===== src/rtl/mult_sequencer.sv =====
// mult_sequencer: request/result sequencer wrapped around an external iterative shift-add multiplier.
// Ports:
//   clk, rst               clock, asynchronous active-high reset
//   op_valid/op_ready      request handshake; op_a, op_b, op_signed, op_tag are the request payload
//   mul_start              one-cycle start pulse to the multiplier
//   mul_multiplicand/_multiplier  operands held for the multiplier
//   mul_product, mul_ready 2W-bit product and idle/done flag from the multiplier
//   res_valid/res_ready    result handshake; res_product, res_tag are the head of a 2-entry buffer
// Build option: define MULT_SIGNED_EN to honour op_signed (magnitude multiply, then negate the product).
`ifndef WIDTH
`define WIDTH 32
`endif

module mult_sequencer #(
    parameter int WIDTH = `WIDTH,
    parameter int TAG_W = 4
) (
    input  logic               clk,
    input  logic               rst,
    input  logic               op_valid,
    output logic               op_ready,
    input  logic [WIDTH-1:0]   op_a,
    input  logic [WIDTH-1:0]   op_b,
    input  logic               op_signed,
    input  logic [TAG_W-1:0]   op_tag,
    output logic               mul_start,
    output logic [WIDTH-1:0]   mul_multiplicand,
    output logic [WIDTH-1:0]   mul_multiplier,
    input  logic [2*WIDTH-1:0] mul_product,
    input  logic               mul_ready,
    output logic               res_valid,
    input  logic               res_ready,
    output logic [2*WIDTH-1:0] res_product,
    output logic [TAG_W-1:0]   res_tag
);
    typedef enum logic [1:0] {IDLE, ISSUE, WAIT} state_t;
    state_t             state;
    logic [TAG_W-1:0]   tag_q;
    logic [2*WIDTH-1:0] prod_mem [2];
    logic [TAG_W-1:0]   tag_mem [2];
    logic               wp, rp;
    logic [1:0]         count;
    logic               accept, push, pop;
    logic [WIDTH-1:0]   a_in, b_in;
    logic [2*WIDTH-1:0] prod_in;

    // mul_ready gates issue so a multiplier left busy by a reset never sees a start
    assign op_ready    = !rst && state == IDLE && mul_ready && count < 2'd2;
    assign accept      = op_valid && op_ready;
    assign push        = state == WAIT && mul_ready;
    assign pop         = res_valid && res_ready;
    assign res_valid   = count != 2'd0;
    assign res_product = prod_mem[rp];
    assign res_tag     = tag_mem[rp];

`ifdef MULT_SIGNED_EN
    logic neg_q, sa, sb;
    assign sa      = op_signed && op_a[WIDTH-1];
    assign sb      = op_signed && op_b[WIDTH-1];
    // W-bit negate: the most negative value maps to 2^(W-1), still valid as unsigned
    assign a_in    = sa ? -op_a : op_a;
    assign b_in    = sb ? -op_b : op_b;
    assign prod_in = neg_q ? -mul_product : mul_product;
    always_ff @(posedge clk or posedge rst)
        if (rst)
            neg_q <= 1'b0;
        else if (accept)
            neg_q <= sa ^ sb;
`else
    logic unused_signed;
    assign unused_signed = op_signed;
    assign a_in          = op_a;
    assign b_in          = op_b;
    assign prod_in       = mul_product;
`endif

    always_ff @(posedge clk or posedge rst)
        if (rst) begin
            state            <= IDLE;
            mul_start        <= 1'b0;
            mul_multiplicand <= '0;
            mul_multiplier   <= '0;
            tag_q            <= '0;
            prod_mem[0]      <= '0;
            prod_mem[1]      <= '0;
            tag_mem[0]       <= '0;
            tag_mem[1]       <= '0;
            wp               <= 1'b0;
            rp               <= 1'b0;
            count            <= 2'd0;
        end else begin
            state     <= accept ? ISSUE : state == ISSUE ? WAIT : push ? IDLE : state;
            mul_start <= accept;
            if (accept) begin
                mul_multiplicand <= a_in;
                mul_multiplier   <= b_in;
                tag_q            <= op_tag;
            end
            if (push) begin
                prod_mem[wp] <= prod_in;
                tag_mem[wp]  <= tag_q;
                wp           <= !wp;
            end
            if (pop)
                rp <= !rp;
            count <= count + 2'(push) - 2'(pop);
        end
endmodule

===== config.mk =====
export PLATFORM = sky130hd
export DESIGN_NAME = mult_sequencer
export DESIGN_NICKNAME = d
export VERILOG_FILES = /design/src/rtl/mult_sequencer.sv
export SDC_FILE = /design/constraint.sdc
export NUM_CORES = 1
export LEC_CHECK = 0
export BUFFER_PORTS_ARGS = -buffer_cell sky130_fd_sc_hd__buf_2
export CAP_MARGIN = 40
export CORE_UTILIZATION = 46
export CTS_BUF_LIST = sky130_fd_sc_hd__clkbuf_16
export CTS_CLUSTER_SIZE = 12
export DETAILED_ROUTE_END_ITERATION = 10
export PLACE_DENSITY = 0.77
export SKIP_LAST_GASP = 1
export SYNTH_ARGS = -nofsm -noshare
export SYNTH_HDL_FRONTEND = slang
export SYNTH_SLANG_ARGS = --single-unit

===== constraint.sdc =====
create_clock -name clk -period 7.3 [get_ports clk]
set_clock_uncertainty 0.05 [all_clocks]
set_input_delay 1.46 -clock clk [delete_from_list [all_inputs] [get_ports clk]]
set_output_delay 1.46 -clock clk [all_outputs]
set_load 0.01 [all_outputs]

==> results of run 1 <==
final cells by class:
type | count | area (µm²) | area share [%]
sequential | 211 | 5280 | 48.0
multi-input combinational | 290 | 3240 | 29.5
timing repair buffer | 280 | 1480 | 13.5
clock buffer | 23 | 576 | 5.23
tap | 229 | 287 | 2.60
clock inverter | 16 | 115 | 1.05
inverter | 4 | 22.5 | 0.205
where the power goes:
part           leakage [µW]  total [µW]  internal, µW  switching (µW)
Sequential          0.00257        2040          1740             301
Combinational       0.00245        1840          1050             787
Clock              0.000372        1060           636             427
Total               0.00540        4940          3420            1520
path summary, 6_finish.rpt:
path	from	end
min in group asynchronous	rst	prod_mem[14]
max in group asynchronous	rst	count[1]
worst min register to register	prod_mem[67]	prod_mem[67]
worst max register to register	state[0]	prod_mem[121]
worst max-delay path	rp	res_product[53]
worst min-delay path	prod_mem[67]	prod_mem[67]
synth_stat cells, types with 2 or more instances:
cell	instances	share of area (%)
sky130_fd_sc_hd__mux2_4	9	1.6
sky130_fd_sc_hd__buf_6	4	0.52
sky130_fd_sc_hd__mux2_1	10	1.3
sky130_fd_sc_hd__dfrtp_1	211	61
sky130_fd_sc_hd__mux2_2	253	33
sky130_fd_sc_hd__clkbuf_1	5	0.22
sky130_fd_sc_hd__nand2_1	3	0.13
sky130_fd_sc_hd__ha_1	2	0.29
sky130_fd_sc_hd__xnor2_1	3	0.30
sky130_fd_sc_hd__buf_2	17	0.98
sky130_fd_sc_hd__inv_1	3	0.13
sky130_fd_sc_hd__buf_4	3	0.26
worst max-delay path, stage by stage (launching register included):
cell and delay [ns]:
sky130_fd_sc_hd__dfrtp_2 0.74, sky130_fd_sc_hd__buf_4 0.65, sky130_fd_sc_hd__mux2_2 0.42, sky130_fd_sc_hd__buf_2 0.14
logic make-up (layout without fill, tap and decap cells):
family / count (synthesis) / count (layout)
AO/OA/AOI/OAI: 1 / 1
XOR/XNOR: 4 / 4
adder cells (fa/ha/maj): 2 / 2
buffers and inverters: 33 / 323
flip-flops: 211 / 211
multiplexers: 272 / 272
AND/OR/NAND/NOR: 11 / 11
layer usage:
| metal | vias to the layer above | global-route usage (%) |
|---|---|---|
| met5 | - | 0 |
| met4 | 2 | 5.73 |
| met3 | 24 | 4.99 |
| met2 | 196 | 32.1 |
| met1 | 2653 | 22.9 |
| li1 | 2458 | - |
state kept, by name, summed over array words and instances (netlist names):
| name | flops |
|---|---|
| tag_q | 4 |
| rp | 1 |
| mul_start | 1 |
| state | 2 |
| tag_mem | 8 |
| count | 2 |
| wp | 1 |
| mul_multiplicand | 32 |
| mul_multiplier | 32 |
| prod_mem | 128 |
through the flow:
step | hold WS (ns) | utilization (%)
finish | 0.431 | 60.3
floorplan | 0.404 | -
detailed placement | 0.422 | 56.5
CTS | 0.436 | 60.3
global placement | 0.413 | 56.0
global route | 0.448 | 60.3
==> impl_summary.log, run 1 <==
INFO  metric r2r_setup_slack = 4.68 ns
INFO  metric cap_viol_max_count = 0
INFO  metric clock_sink_count = 211
INFO  metric timing.reg2reg.worst_path_depth = 4
INFO  metric synthesized_netlist_net_count = 674
INFO  metric grt_setup_unrepaired = no
INFO  metric antenna_left = 0
INFO  metric max_fo_critical_path = 48
INFO  metric finalMaxSlewViolations = 0
INFO  metric routed-via-count = 5333
INFO  metric timing.final.crit_share = 54.3%
INFO  metric clock_insertion_delay_worst_skew = 0.48 ns
INFO  metric cts.root.buffer_cell = sky130_fd_sc_hd__clkbuf_16
INFO  metric timing.slew.headroom = 41.9%
INFO  metric resized_gates_after_cts = 0
INFO  metric dpl_worst_slack = 3.56 ns
INFO  metric cellLeakagePower = 0.00540 µW
INFO  metric core.rowCount = 49
INFO  metric synth_top_flop_cell = sky130_fd_sc_hd__dfrtp_1
INFO  metric routed_wl = 17.9 mm
INFO  metric synth_fa_ha_area_share = 0.287%
INFO  metric die_y = 140 µm
INFO  metric final-hold-violation-count = 0
INFO  metric netlist_area = 8710 µm²
INFO  metric hp-class = register to register
INFO  metric clkSlewWorstSetupHoldPaths = 0.06 ns
INFO  metric core-area = 18300 µm²
INFO  metric tritoncts = done
INFO  metric timing.fmax = 252 MHz
INFO  metric worst_ir_drop_vdd = 283 µV
INFO  metric critPathCaptureType = output port
INFO  metric first_iteration_detailed_routing_drc_count = 108
INFO  metric post_synth_xor_area_fraction = 0.402%
INFO  metric grt_pass1_vias = 5963
INFO  metric postSynthCellCount = 534
INFO  metric fillCellCount = 1453
INFO  metric cts_max_path_buffers = 3
INFO  metric synth_edf_count = 0
INFO  metric number_of_synthesized_register_bits = 211
INFO  metric antennaDiodeCount = 0
INFO  metric total_grt_overflow = 0
INFO  metric post-place-cells = 1014
INFO  metric critical_path.startpoint_type = register
INFO  metric port_buffers = 271
INFO  metric initial_standard_cell_utilization_of_the_core = 47.7%
INFO  metric tightestPinTransition = 0.870 ns
INFO  metric final_cells = 1053
INFO  metric htreeDepth = 1
INFO  metric syn_to_final_growth = 26.4%
INFO  metric wl_met2 = 8.71 mm
INFO  metric met3_wirelength_from_detailed_routing = 1.30 mm
INFO  metric status = complete, no violations
INFO  metric setup_total_negative_slack = 0 ns
INFO  metric final.min_clock_period = 3.97 ns
INFO  metric grt_first_pass_wirelength = 29.2 mm
INFO  metric gpl.final_weighted_congestion = 0.739
INFO  metric worst-setup-path-type = register to output port
INFO  metric die_area = 19500 µm²
INFO  metric synthesis.area_per_instance = 16.3 µm²
INFO  metric drcViolationCount = 0
INFO  metric yosysSeqAreaShare = 60.6%
INFO  metric cellPowerDensity = 449 nW/µm²
INFO  metric max_layer_used = met5
INFO  metric groute.usage.overall = 18.6%
INFO  metric largest_family_of_logic_cells_by_synthesized_area = multiplexers
INFO  metric post_cts.repair.setup_buffers = 0
INFO  metric synth-async-reset-ratio = 100%
INFO  metric first_pass_iters = 4
INFO  metric route.detailed.vias_per_inst = 5.06
INFO  metric final_critical_path_setup_slack = 3.33 ns
INFO  metric mostFrequentLayoutCell = sky130_fd_sc_hd__buf_2
INFO  metric synthMuxAreaShare = 35.6%
INFO  metric timing.critical_path.arrival = 2.46 ns
INFO  metric final_net_count = 950
INFO  metric post_synthesis_compound_gate_area_fraction = 0.0862%
INFO  metric grt_start_max_net_pins = 98
INFO  metric synth_simple_gate_area_share = 0.919%
INFO  metric cts_hold_buf = 0
INFO  metric fin_area = 11000 µm²
INFO  metric synth.yosys.warnings = 0
INFO  metric detail_route.wl_per_cell = 17.0 µm
INFO  metric drive_above_1_share = 69.8%
INFO  metric antenna_violations_before_repair = 2
INFO  metric dpl_cell_area = 10300 µm²
INFO  metric commonest_cells_after_routing_fill_and_taps_aside = sky130_fd_sc_hd__buf_2, sky130_fd_sc_hd__mux2_2, sky130_fd_sc_hd__dfrtp_1
INFO  metric crit_required = 5.79 ns
INFO  metric post_synth_num_cell_types = 23
INFO  metric detail_route.wirelength.met1 = 7.55 mm
INFO  metric hpwlAfterDp = 12.3 mm
INFO  metric setup_viol = 0
INFO  metric ios = 273
INFO  metric die_w = 140 µm
INFO  metric numCtsBuffers = 23
INFO  metric power.total = 4940 µW
INFO  metric whs_path_depth = 1
(Power assumes the default switching activity.)
==> inputs of run 2 (changes only) <==
- CORE_UTILIZATION: 46 -> 51
- PLACE_DENSITY: 0.77 -> 0.81
- clock period: 7.3 -> 3.89 ns (I/O delays scaled with it)
==> impl_summary.log, run 2 (synthesized netlist as in run 1, its figures left out) <==
INFO  metric largest_register_ffs = 128
INFO  metric holdWs = 0.412 ns
INFO  metric first_pass_iters = 4
INFO  metric timing.reg2reg.worst_path_depth = 4
INFO  metric routed_wl = 18.8 mm
INFO  metric post_cts.repair.setup_buffers = 0
INFO  metric hp-class = primary input to asynchronous set/reset pin
INFO  metric cp_startpoint = rp
INFO  metric drive_above_1_share = 70.1%
INFO  metric setup_total_negative_slack = 0 ns
INFO  metric crit_path_cell_trace = buf_4 > mux2_2 > buf_2
INFO  metric timing.fmax = 357 MHz
INFO  metric tritoncts = done
INFO  metric crit_required = 3.06 ns
INFO  metric worst_path_largest_cell_delay = 0.54 ns
INFO  metric max_fo_critical_path = 25
INFO  metric critical_path.startpoint_type = register
INFO  metric antenna_violations_before_repair = 0
INFO  metric die_y = 133 µm
INFO  metric die_area = 17600 µm²
INFO  metric port_buffers = 271
INFO  metric mostFrequentLayoutCell = sky130_fd_sc_hd__buf_2
INFO  metric gpl.final_weighted_congestion = 0.791
INFO  metric cap_viol_max_count = 0
INFO  metric grt_setup_unrepaired = no
INFO  metric clock_sink_count = 211
INFO  metric total_grt_overflow = 0
INFO  metric numCtsBuffers = 23
INFO  metric cellLeakagePower = 0.00536 µW
INFO  metric detail_route.wl_per_cell = 18.0 µm
INFO  metric timing.critical_path.arrival = 1.97 ns
INFO  metric initial_standard_cell_utilization_of_the_core = 52.3%
INFO  metric cts.root.buffer_cell = sky130_fd_sc_hd__clkbuf_16
INFO  metric cts_max_path_buffers = 3
INFO  metric cts_hold_buf = 0
INFO  metric critPathCaptureType = output port
INFO  metric syn_to_final_growth = 25.9%
INFO  metric regMostFlops = prod_mem
INFO  metric finalMaxSlewViolations = 0
INFO  metric route.detailed.vias_per_inst = 5.19
INFO  metric timing.final.crit_share = 72.0%
INFO  metric clkSlewWorstSetupHoldPaths = 0.06 ns
INFO  metric die_w = 133 µm
INFO  metric ios = 273
INFO  metric final_net_count = 950
INFO  metric resized_gates_after_cts = 0
INFO  metric core-area = 16600 µm²
INFO  metric setup_viol = 0
INFO  metric final.min_clock_period = 2.80 ns
INFO  metric crit-reg2reg-launch = state[0]
INFO  metric grt_pass1_vias = 5891
INFO  metric drcViolationCount = 0
INFO  metric crit_slowest_cell = sky130_fd_sc_hd__dfrtp_2
INFO  metric core.rowCount = 47
INFO  metric timing.slew.headroom = 54.5%
INFO  metric final-hold-violation-count = 0
INFO  metric first_iteration_detailed_routing_drc_count = 101
INFO  metric status = complete, no violations
INFO  metric commonest_cells_after_routing_fill_and_taps_aside = sky130_fd_sc_hd__buf_2, sky130_fd_sc_hd__mux2_2, sky130_fd_sc_hd__dfrtp_1
INFO  metric worst_ir_drop_vdd = 424 µV
INFO  metric reg_top3 = prod_mem: 128 flops, mul_multiplicand: 32 flops, mul_multiplier: 32 flops
INFO  metric htreeDepth = 1
INFO  metric grt_start_max_net_pins = 127
INFO  metric antenna_left = 0
INFO  metric hpwlAfterDp = 13.1 mm
INFO  metric routed-via-count = 5403
INFO  metric grt_first_pass_wirelength = 30.1 mm
INFO  metric cellPowerDensity = 840 nW/µm²
INFO  metric worst-setup-path-type = register to output port
INFO  metric groute.usage.overall = 21.6%
INFO  metric tightestPinTransition = 0.682 ns
INFO  metric clock_insertion_delay_worst_skew = 0.48 ns
==> run 2: changes by cell type in the layout (fill, tap and decap cells not counted), moves of 2 or more <==
cell	change
sky130_fd_sc_hd__bufinv_16	-2
sky130_fd_sc_hd__inv_1	-5
sky130_fd_sc_hd__buf_4	-5
sky130_fd_sc_hd__buf_16	-3
sky130_fd_sc_hd__buf_12	+7
==> run 2: final timing paths <==
kind	end	slack [ns]
worst max-delay path	res_product[32]	1.09
max in group asynchronous	mul_multiplier[30]	2.80
worst min-delay path	state[0]	0.41
worst min register to register	prod_mem[69]	0.43
min in group clk	prod_mem[69]	0.43
worst max register to register	prod_mem[91]	1.84
==> run 2: routing by layer <==
| layer | vias to the layer above | global-route usage [%] | routed length, µm |
|---|---|---|---|
| li1 | 2459 | - | - |
| met1 | 2702 | 25.1 | 7410 |
| met2 | 206 | 38.3 | 9460 |
| met3 | 36 | 5.98 | 1380 |
| met4 | 0 | 7.34 | 515 |
| met5 | - | 0 | 0 |
==> run 2: layout make-up <==
| type | count | area (µm²) |
|---|---|---|
| well taps | 220 | 275 |
| repair buffers | 280 | 1520 |
| diodes | 1 | 2.50 |
| flip-flops and latches | 211 | 5280 |
| clock buffers | 23 | 576 |
| multi-input cells | 290 | 3240 |
| inverters | 4 | 18.8 |
| clock inverters | 12 | 53.8 |
| fillers | 1187 | 5680 |
==> run 2: power by group <==
group	switching [µW]	leakage (µW)	internal, µW	total, µW
Combinational	1540	0.00245	1990	3530
Sequential	568	0.00257	3270	3830
Clock	791	0.000327	1060	1850
==> run 2: through the flow <==
stage / area [µm²] / std cells / total power (µW) / worst slack (ns) / util (%)
after detailed placement: 10300 / 1005 / 7420 / 1.49 / 62.1
after global routing: 11000 / 1040 / 9750 / 0.999 / 65.9
final: 11000 / 1041 / 9220 / 1.09 / 65.9
after CTS: 11000 / 1040 / 9330 / 1.05 / 65.9
after floorplan: 8710 / 534 / 6010 / 0.320 / -
after global placement: 10300 / 1004 / 7200 / 1.31 / 62.0
==> run 2: critical path, delay by kind of cell (launching register included) <==
kind                   cells  cell delay (ns)
buffers and inverters      2             0.55
DFF                        1             0.54
muxes                      1             0.39
